### src/rtl/usb_line_ctrl_pkg.sv
// Shared constants for the full-speed USB line controller: state encodings,
// default bit timing and the receive error counter width.
package usb_line_ctrl_pkg;

    typedef enum logic [2:0] {
        IDLE      = 3'd0,
        RX_BUSY   = 3'd1,
        TX_BUSY   = 3'd2,
        WAIT_RESP = 3'd3,
        GAP       = 3'd4
    } line_state_e;

    localparam int CLK_PER_BIT_DEF  = 5;
    localparam int IPG_BITS_DEF     = 2;
    localparam int TIMEOUT_BITS_DEF = 18;
    localparam int CNT_RX           = 8;

    function automatic int max2(input int a, input int b);
        return (a > b) ? a : b;
    endfunction

endpackage

### src/rtl/usb_line_ctrl_bit_timer.sv
// Bit-time timer: restarts its tick phase on restart and reports done once
// target bit times have elapsed, holding at terminal without wrapping.
module usb_bit_timer
    import usb_line_ctrl_pkg::*;
#(
    parameter int CLK_PER_BIT = CLK_PER_BIT_DEF,
    parameter int BIT_W       = 5
) (
    input  logic             clk,
    input  logic             rst_n,
    input  logic             restart,
    input  logic [BIT_W-1:0] target,
    output logic             done
);

    localparam int PH_W = (CLK_PER_BIT > 1) ? $clog2(CLK_PER_BIT) : 1;
    localparam logic [PH_W-1:0] PH_LAST = PH_W'(CLK_PER_BIT - 1);

    logic [PH_W-1:0]  phase_q, phase_d;
    logic [BIT_W-1:0] bits_q, bits_d;
    logic             bit_tick;

    always_comb begin
        bit_tick = (phase_q == PH_LAST);
        phase_d  = bit_tick ? '0 : phase_q + 1'b1;
        bits_d   = bits_q;
        if (bit_tick && (bits_q != target)) begin
            bits_d = bits_q + 1'b1;
        end
        if (restart) begin
            phase_d = '0;
            bits_d  = '0;
        end
        // Look ahead by one cycle so the FSM leaves exactly on the Nth edge.
        done = (bits_q == target) || (bit_tick && (bits_q == target - 1'b1));
    end

    always_ff @(posedge clk) begin
        if (!rst_n) begin
            phase_q <= '0;
            bits_q  <= '0;
        end else begin
            phase_q <= phase_d;
            bits_q  <= bits_d;
        end
    end

endmodule

### src/rtl/usb_line_ctrl.sv
// Half-duplex D+/D- ownership controller between the packet engines and the
// bit-level PHY. Optional receive error counter: USB_LINE_ERR_CNT_EN.
module usb_line_ctrl
    import usb_line_ctrl_pkg::*;
#(
    parameter int CLK_PER_BIT  = CLK_PER_BIT_DEF,
    parameter int IPG_BITS     = IPG_BITS_DEF,
    parameter int TIMEOUT_BITS = TIMEOUT_BITS_DEF
) (
    input  logic clk,
    input  logic rst_n,
    input  logic tx_req,
    input  logic resp_exp,
    input  logic tx_done,
    input  logic rx_start,
    input  logic rx_finish,
    input  logic rx_error,
    output logic tx_gnt,
    output logic tx_en,
    output logic rx_en,
    output logic resp_timeout,
    output logic bus_busy
`ifdef USB_LINE_ERR_CNT_EN
    ,
    input  logic              err_clr,
    output logic [CNT_RX-1:0] err_cnt
`endif
);

    localparam int BIT_W = $clog2(max2(IPG_BITS, TIMEOUT_BITS) + 1);

    line_state_e      state_q, state_d;
    logic             resp_q, resp_d;
    logic             tx_gnt_q, tx_gnt_d;
    logic             tx_en_q, tx_en_d;
    logic             rx_en_q, rx_en_d;
    logic             resp_timeout_q, resp_timeout_d;
    logic             bus_busy_q, bus_busy_d;
    logic             tmr_restart, tmr_done;
    logic [BIT_W-1:0] tmr_target;

    assign tmr_target  = (state_q == GAP) ? BIT_W'(IPG_BITS) : BIT_W'(TIMEOUT_BITS);
    assign tmr_restart = (state_d != state_q);

    usb_bit_timer #(
        .CLK_PER_BIT (CLK_PER_BIT),
        .BIT_W       (BIT_W)
    ) u_bit_timer (
        .clk     (clk),
        .rst_n   (rst_n),
        .restart (tmr_restart),
        .target  (tmr_target),
        .done    (tmr_done)
    );

    always_comb begin
        state_d        = state_q;
        resp_d         = resp_q;
        tx_gnt_d       = 1'b0;
        resp_timeout_d = 1'b0;
        case (state_q)
            IDLE: begin
                if (rx_start) begin
                    state_d = RX_BUSY;
                end else if (tx_req) begin
                    state_d  = TX_BUSY;
                    tx_gnt_d = 1'b1;
                    resp_d   = resp_exp;
                end
            end
            RX_BUSY: begin
                if (rx_finish || rx_error) begin
                    state_d = GAP;
                end
            end
            TX_BUSY: begin
                if (tx_done) begin
                    state_d = resp_q ? WAIT_RESP : GAP;
                end
            end
            WAIT_RESP: begin
                // A response starting in the expiry cycle beats the timeout.
                if (rx_start) begin
                    state_d = RX_BUSY;
                end else if (tmr_done) begin
                    state_d        = IDLE;
                    resp_timeout_d = 1'b1;
                end
            end
            GAP: begin
                if (rx_start) begin
                    state_d = RX_BUSY;
                end else if (tmr_done) begin
                    state_d = IDLE;
                end
            end
            default: state_d = IDLE;
        endcase
        tx_en_d    = (state_d == TX_BUSY);
        rx_en_d    = (state_d != TX_BUSY);
        bus_busy_d = (state_d != IDLE);
    end

    always_ff @(posedge clk) begin
        if (!rst_n) begin
            state_q        <= IDLE;
            resp_q         <= 1'b0;
            tx_gnt_q       <= 1'b0;
            tx_en_q        <= 1'b0;
            rx_en_q        <= 1'b0;
            resp_timeout_q <= 1'b0;
            bus_busy_q     <= 1'b0;
        end else begin
            state_q        <= state_d;
            resp_q         <= resp_d;
            tx_gnt_q       <= tx_gnt_d;
            tx_en_q        <= tx_en_d;
            rx_en_q        <= rx_en_d;
            resp_timeout_q <= resp_timeout_d;
            bus_busy_q     <= bus_busy_d;
        end
    end

    assign tx_gnt       = tx_gnt_q;
    assign tx_en        = tx_en_q;
    assign rx_en        = rx_en_q;
    assign resp_timeout = resp_timeout_q;
    assign bus_busy     = bus_busy_q;

`ifdef USB_LINE_ERR_CNT_EN
    logic [CNT_RX-1:0] err_cnt_q, err_cnt_d;

    // Counts every rx_error regardless of FSM state; clear wins over a same-cycle error.
    always_comb begin
        err_cnt_d = err_cnt_q;
        if (err_clr) begin
            err_cnt_d = '0;
        end else if (rx_error && (err_cnt_q != '1)) begin
            err_cnt_d = err_cnt_q + 1'b1;
        end
    end

    always_ff @(posedge clk) begin
        if (!rst_n) begin
            err_cnt_q <= '0;
        end else begin
            err_cnt_q <= err_cnt_d;
        end
    end

    assign err_cnt = err_cnt_q;
`endif

endmodule
### config.mk
export PLATFORM = sky130hd
export DESIGN_NAME = usb_line_ctrl
export DESIGN_NICKNAME = d
export VERILOG_FILES = /design/src/rtl/usb_line_ctrl_pkg.sv /design/src/rtl/usb_line_ctrl_bit_timer.sv /design/src/rtl/usb_line_ctrl.sv
export SDC_FILE = /design/constraint.sdc
export NUM_CORES = 1
export LEC_CHECK = 0
export ABC_AREA = 1
export CAP_MARGIN = 20
export CORE_MARGIN = 2
export CORE_UTILIZATION = 25
export CTS_BUF_LIST = sky130_fd_sc_hd__clkbuf_4 sky130_fd_sc_hd__clkbuf_8 sky130_fd_sc_hd__clkbuf_16
export DETAILED_ROUTE_END_ITERATION = 12
export DONT_BUFFER_PORTS = 1
export PLACE_DENSITY = 0.46
export SLEW_MARGIN = 10
export SYNTH_ARGS = -nofsm -noshare
export SYNTH_HDL_FRONTEND = slang
export SYNTH_SLANG_ARGS = --single-unit
### constraint.sdc
create_clock -name clk -period 4.5 [get_ports clk]
set_input_delay 1.125 -clock clk [delete_from_list [all_inputs] [get_ports clk]]
set_output_delay 1.125 -clock clk [all_outputs]
set_load 0.01 [all_outputs]
After elaboration in Yosys (flattened, before gate mapping)
Cells that the tools add are included.
Widths: inputs -> output; s select.
{"block": "word_totals", "ff_bits": 17, "in_bits": 8, "out_inout_bits": 5, "elab_cells": 50}
{"block": "op_classes", "addsub": 3, "n_eq_ne": 11, "n_mux": 11, "n_bitwise": 4, "reduce_logical": 12}
{"op": "$mux 3", "n": 7}
{"op": "$pmux 3 s4", "n": 1}
{"op": "$eq 5x5->1", "n": 2}
{"op": "$eq 3x2->1 const B", "n": 3}
{"op": "$reduce_or 3->1", "n": 3}
{"op": "$eq 3x3->1 const B", "n": 2}
{"op": "$add 5x1->5 const B", "n": 1}
{"op": "$mux 5", "n": 1}
{"op": "$ne 5x5->1", "n": 1}
{"op": "$sub 5x1->5 const B", "n": 1}
{"op": "$not 1->1", "n": 4}
{"op": "$reduce_or 2->1", "n": 2}
{"op": "$add 3x1->3 const B", "n": 1}
{"op": "$eq 3x1->1 const B", "n": 1}
{"op": "$logic_not 3->1", "n": 1}
{"op": "$ne 3x2->1 const B", "n": 1}
{"op": "$ne 3x3->1", "n": 1}
{"op": "$reduce_and 3->1", "n": 1}
{"op": "$reduce_bool 3->1", "n": 1}
{"op": "$logic_and 1x1->1", "n": 2}
{"op": "$logic_or 1x1->1", "n": 2}
{"op": "$mux 1", "n": 2}

Logic depth before layout (Yosys ltp)
{"block": "depth", "ltp_word": 11, "ltp_mapped": 15}

Hierarchy
Synthesis repeated with hierarchy kept, for this count alone.
{"block": "hier_totals", "cells_unflattened": 160, "hier_area_um2": 1094.8}
{"mod": "usb_bit_timer", "n_inst": 1, "cells_each": 86, "area_per_inst_um2": 591.8, "seq_area_each_um2": 160.2}
{"mod": "usb_line_ctrl", "n_inst": 1, "cells_each": 74, "area_per_inst_um2": 503.0, "seq_area_each_um2": 180.2}

Worst setup path after synthesis
Ideal clock, no wire load.
{"block": "synth_timing", "path_type": "input port to flip-flop", "from": "in tx_done", "to": "reg u_bit_timer.phase_q[0]", "arrival_ps": 1915, "setup_slack_ps": 2521, "stages": 10, "path_buffers": 0, "cell_sequence": "inv_1 nor2_1 nand4_1 nand2_1 inv_1 nand3_1 nand3_2 nor2_4 nand3_2 nor2_1"}
{"block": "synth_between", "elab_chain_len": 4}
{"element": "start, declared", "line": "usb_line_ctrl.sv:14", "rtl": "input logic tx_done,"}
{"element": "$mux 3", "line": "usb_line_ctrl.sv:77", "rtl": "if (tx_done) begin"}
{"element": "$pmux 3 s4", "line": "usb_line_ctrl.sv:61", "rtl": "case (state_q)"}
{"element": "$ne 3x3->1", "line": "usb_line_ctrl.sv:43", "rtl": "assign tmr_restart = (state_d != state_q);"}
{"element": "$reduce_or 3->1 (no source line)"}
{"element": "end signal, assigned", "line": "usb_line_ctrl_bit_timer.sv:43", "rtl": "phase_q <= phase_d;"}
{"element": "end, declared", "line": "usb_line_ctrl_bit_timer.sv:19", "rtl": "logic [PH_W-1:0] phase_q, phase_d;"}
No other way between the ends.
A chain may end at the register's enable or synchronous reset.

Worst setup path in the final report
{"block": "layout_timing", "from": "in tx_done", "to": "reg u_bit_timer.bits_q[1]"}
{"block": "layout_between", "elab_chain_len": 4}
{"element": "$mux 3", "line": "usb_line_ctrl.sv:77"}
{"element": "$pmux 3 s4", "line": "usb_line_ctrl.sv:61"}
{"element": "$ne 3x3->1", "line": "usb_line_ctrl.sv:43"}
{"element": "$reduce_or 2->1 (no source line)"}
{"element": "end signal, assigned", "line": "usb_line_ctrl_bit_timer.sv:44", "rtl": "bits_q <= bits_d;"}
{"element": "end, declared", "line": "usb_line_ctrl_bit_timer.sv:20", "rtl": "logic [BIT_W-1:0] bits_q, bits_d;"}
No other way between the ends.

==> qor.txt <==
Crit path DAT: 2.01 ns
Hold Buf Count CTS: 0
Net Sw Frac: 29.8%
Avg Vias per Cell: 4.22
Seq. cell area: 340 sq um
Vias: 772
Initial Util: 25.7%
Critical path class: input pin to flip-flop
Final Util: 28.7%
Longest Clk Path Bufs: 2
# nets final: 149
Leak pwr: 0.442 nW
Post_cts resized: 0
Internal Power: 0.000253 W
DR iter-0 viols: 42
NetSw: 0.000107 W
Wire per inst: 9.32 um
Register area share after synthesis: 36.5%
Tot Pwr: 0.000360 W
First-pass GRT wire length: 2.93 mm
CTS tree: built
Regs by FF count: u_bit_timer.bits_q: 5 flops, state_q: 3 flops, u_bit_timer.phase_q: 3 flops
Synth Cell Area: 933 sq um
Unique cell type count in the Yosys netlist: 22
Worst-Margin Slew: 0.274 ns
I/O pin cnt: 13
RSZ-0062 raised after global routing: false
Global route hottest layer: met2
DP Cell Count: 179
Antenna violations before repair: 0
GR Overflow Total: 0
Max-Cap Viols: 0
Die Wd: 65.1 um
Die height: 65.1 um
Syn_nets: 144
Ys Warns: 0
# rows: 22
M3 GR Usage: 4.45%
Ys async rst share: 0%
Post-synth top flop: dfxtp_1
Largest register by flop count: u_bit_timer.bits_q
Clock skew: 0.00236 ns
Placer Congestion: 0.845
Met1 GRT Util: 10.8%
Synth Instances: 131
CP Max Fanout: 5
Status: completed
Port bufs: 0
Largest net degree at the start of global routing: 10
Core Region: 3630 sq um
Total Neg Setup Slack: 0 ns
Router iterations before antenna repair: 4
H-tree levels: 1
Synth area leaders: dfxtp_1, inv_1, nand2_1
CP peak stage delay: 0.13 ns
HP Class: flip-flop to flip-flop
Setup Fix Bufs, Post-CTS: 0
Ant diodes: 0
Gr usage total: 8.88%
Fin. Hold Viols: 0
DRC: 0
Layout fillers: 411
Non-Filler Instances: 183
Pwr Density: 346 nW/um^2
Most area-hungry cell type in the Yosys netlist: dfxtp_1
Crit end category: flip-flop
Sink Count: 17
WHS: 0.448 ns
Synthesized flop and latch total: 17
Required @ worst endpoint: 4.68 ns
Number of global-route vias before repair: 704
Final Critical Period: 1.83 ns
Clk_lat worst skew: 0.25 ns
Routing usage on met2: 14.3%
Post-synthesis to final-layout area growth: 11.7%
Max FFs per register: 5
Footprint of the multi-input gates: 495 sq um
Final setup vio count: 0
Post-Route WL: 1.71 mm
Top cell type's share of synthesized area: 36.5%
Slew headroom: 81.7%
CP startpoint kind: input pin
Max-slew violation count: 0
Inserted Clock Buffers: 3
Cells along the critical path: inv_1, nor2_1, nand4_1, nand2_1, inv_1, nand3_1, nand3_2, nor2_4, nand2_4, nor2_1
Antenna Nets Post-Route: 0
Avg Cell Area, Syn: 7.13 sq um
Root Buffer: clkbuf_8
Detailed placement HPWL: 1.37 mm
Clock-pin slew on the worst setup and hold paths: 0.06 ns
Maximum vdd drop: 0.163 mV
Tcrit/Tclk final: 40.7%
Die area: 4240 sq um
Seq pwr share: 47.8%
Number of flops mapped to enable cells by yosys: 0
Worst path slowest cell: nor2_4
Share of total power in the clock network: 33.1%
Share of cells above drive strength 1: 14.1%
Achievable Freq: 547 MHz
Comb pwr share: 19.2%
-- through the flow --
stage	instance area [sq um]	setup slack (ns)
detailed placement	993	2.41
finish	1040	2.67
global placement	993	2.42
CTS	1040	2.67
floorplan	933	2.52
global route	1040	2.52
-- routing by layer --
| layer | up-vias | share of wire [%] |
|---|---|---|
| met1 | 339 | 48 |
| li1 | 414 | - |
| met5 | - | 0 |
| met2 | 17 | 44 |
| met4 | 0 | 0.65 |
| met3 | 2 | 7.5 |
-- power groups by stage --
stage	Combinational [W]	Clock (W)	Sequential, W
4_1_cts	0.0000698	0.000128	0.000172
6_report	0.0000690	0.000119	0.000172
3_3_place_gp	0.0000677	0	0.000176
5_1_grt	0.0000811	0.000130	0.000174
3_5_place_dp	0.0000693	0	0.000176
2_1_floorplan	0.0000587	0	0.000173
-- cell usage in the layout, fill, tap and decap left out, drive strengths merged --
cell     instances
nand3           12
a31oi            1
nor4             2
clkbuf           4
nand2           27
xor2             2
xnor2            2
dfxtp           17
ha               5
nand4            1
inv             26
nor2            24
a21oi            2
nor3             5
o21ai            3
o2bb2ai          1
o211ai           1
-- synth_stat cells (2+ instances only) --
cell / count
nand3_1: 10
ha_1: 5
nand3_2: 2
xnor2_1: 2
dfxtp_1: 17
o21ai_0: 3
nor4_1: 2
nor2_1: 18
nand2_2: 5
nand2_1: 21
inv_1: 26
nor2_2: 5
nor3_1: 4
a21oi_1: 2
xor2_1: 2
-- critical path, delay by kind of cell --
kind	cells	cell delay, ns
buffers and inverters	2	0.10
and+or+nand+nor	8	0.78
-- path summary, 6_finish.rpt --
| path | depth (start not counted) | end | startpoint | slack, ns |
|---|---|---|---|---|
| min reg2reg | 1 | u_bit_timer.phase_q[0]$_SDFF_PP0_ | u_bit_timer.phase_q[0]$_SDFF_PP0_ | 0.45 |
| max | 10 | u_bit_timer.bits_q[1]$_SDFFE_PP0P_ | tx_done | 2.67 |
| min | 1 | u_bit_timer.phase_q[0]$_SDFF_PP0_ | u_bit_timer.phase_q[0]$_SDFF_PP0_ | 0.45 |
| max reg2reg | 15 | u_bit_timer.bits_q[1]$_SDFFE_PP0P_ | u_bit_timer.phase_q[0]$_SDFF_PP0_ | 2.84 |
-- kinds of logic after synthesis --
logic type,after synthesis,share of synthesized area [%]
AND/OR/NAND/NOR,71,37.5
AO/OA/AOI/OAI,8,5.09
buffers and inverters,26,10.5
flip-flops,17,36.5
XOR/XNOR,4,3.75
adder cells (fa/ha/maj),5,6.70
-- final cells by class --
cell class | instances | area share [%]
tap | 48 | 5.76
sequential | 17 | 32.7
inverter | 26 | 9.36
clock buffer | 4 | 4.68
multi-input combinational | 88 | 47.5
(Power assumes the default switching activity.)
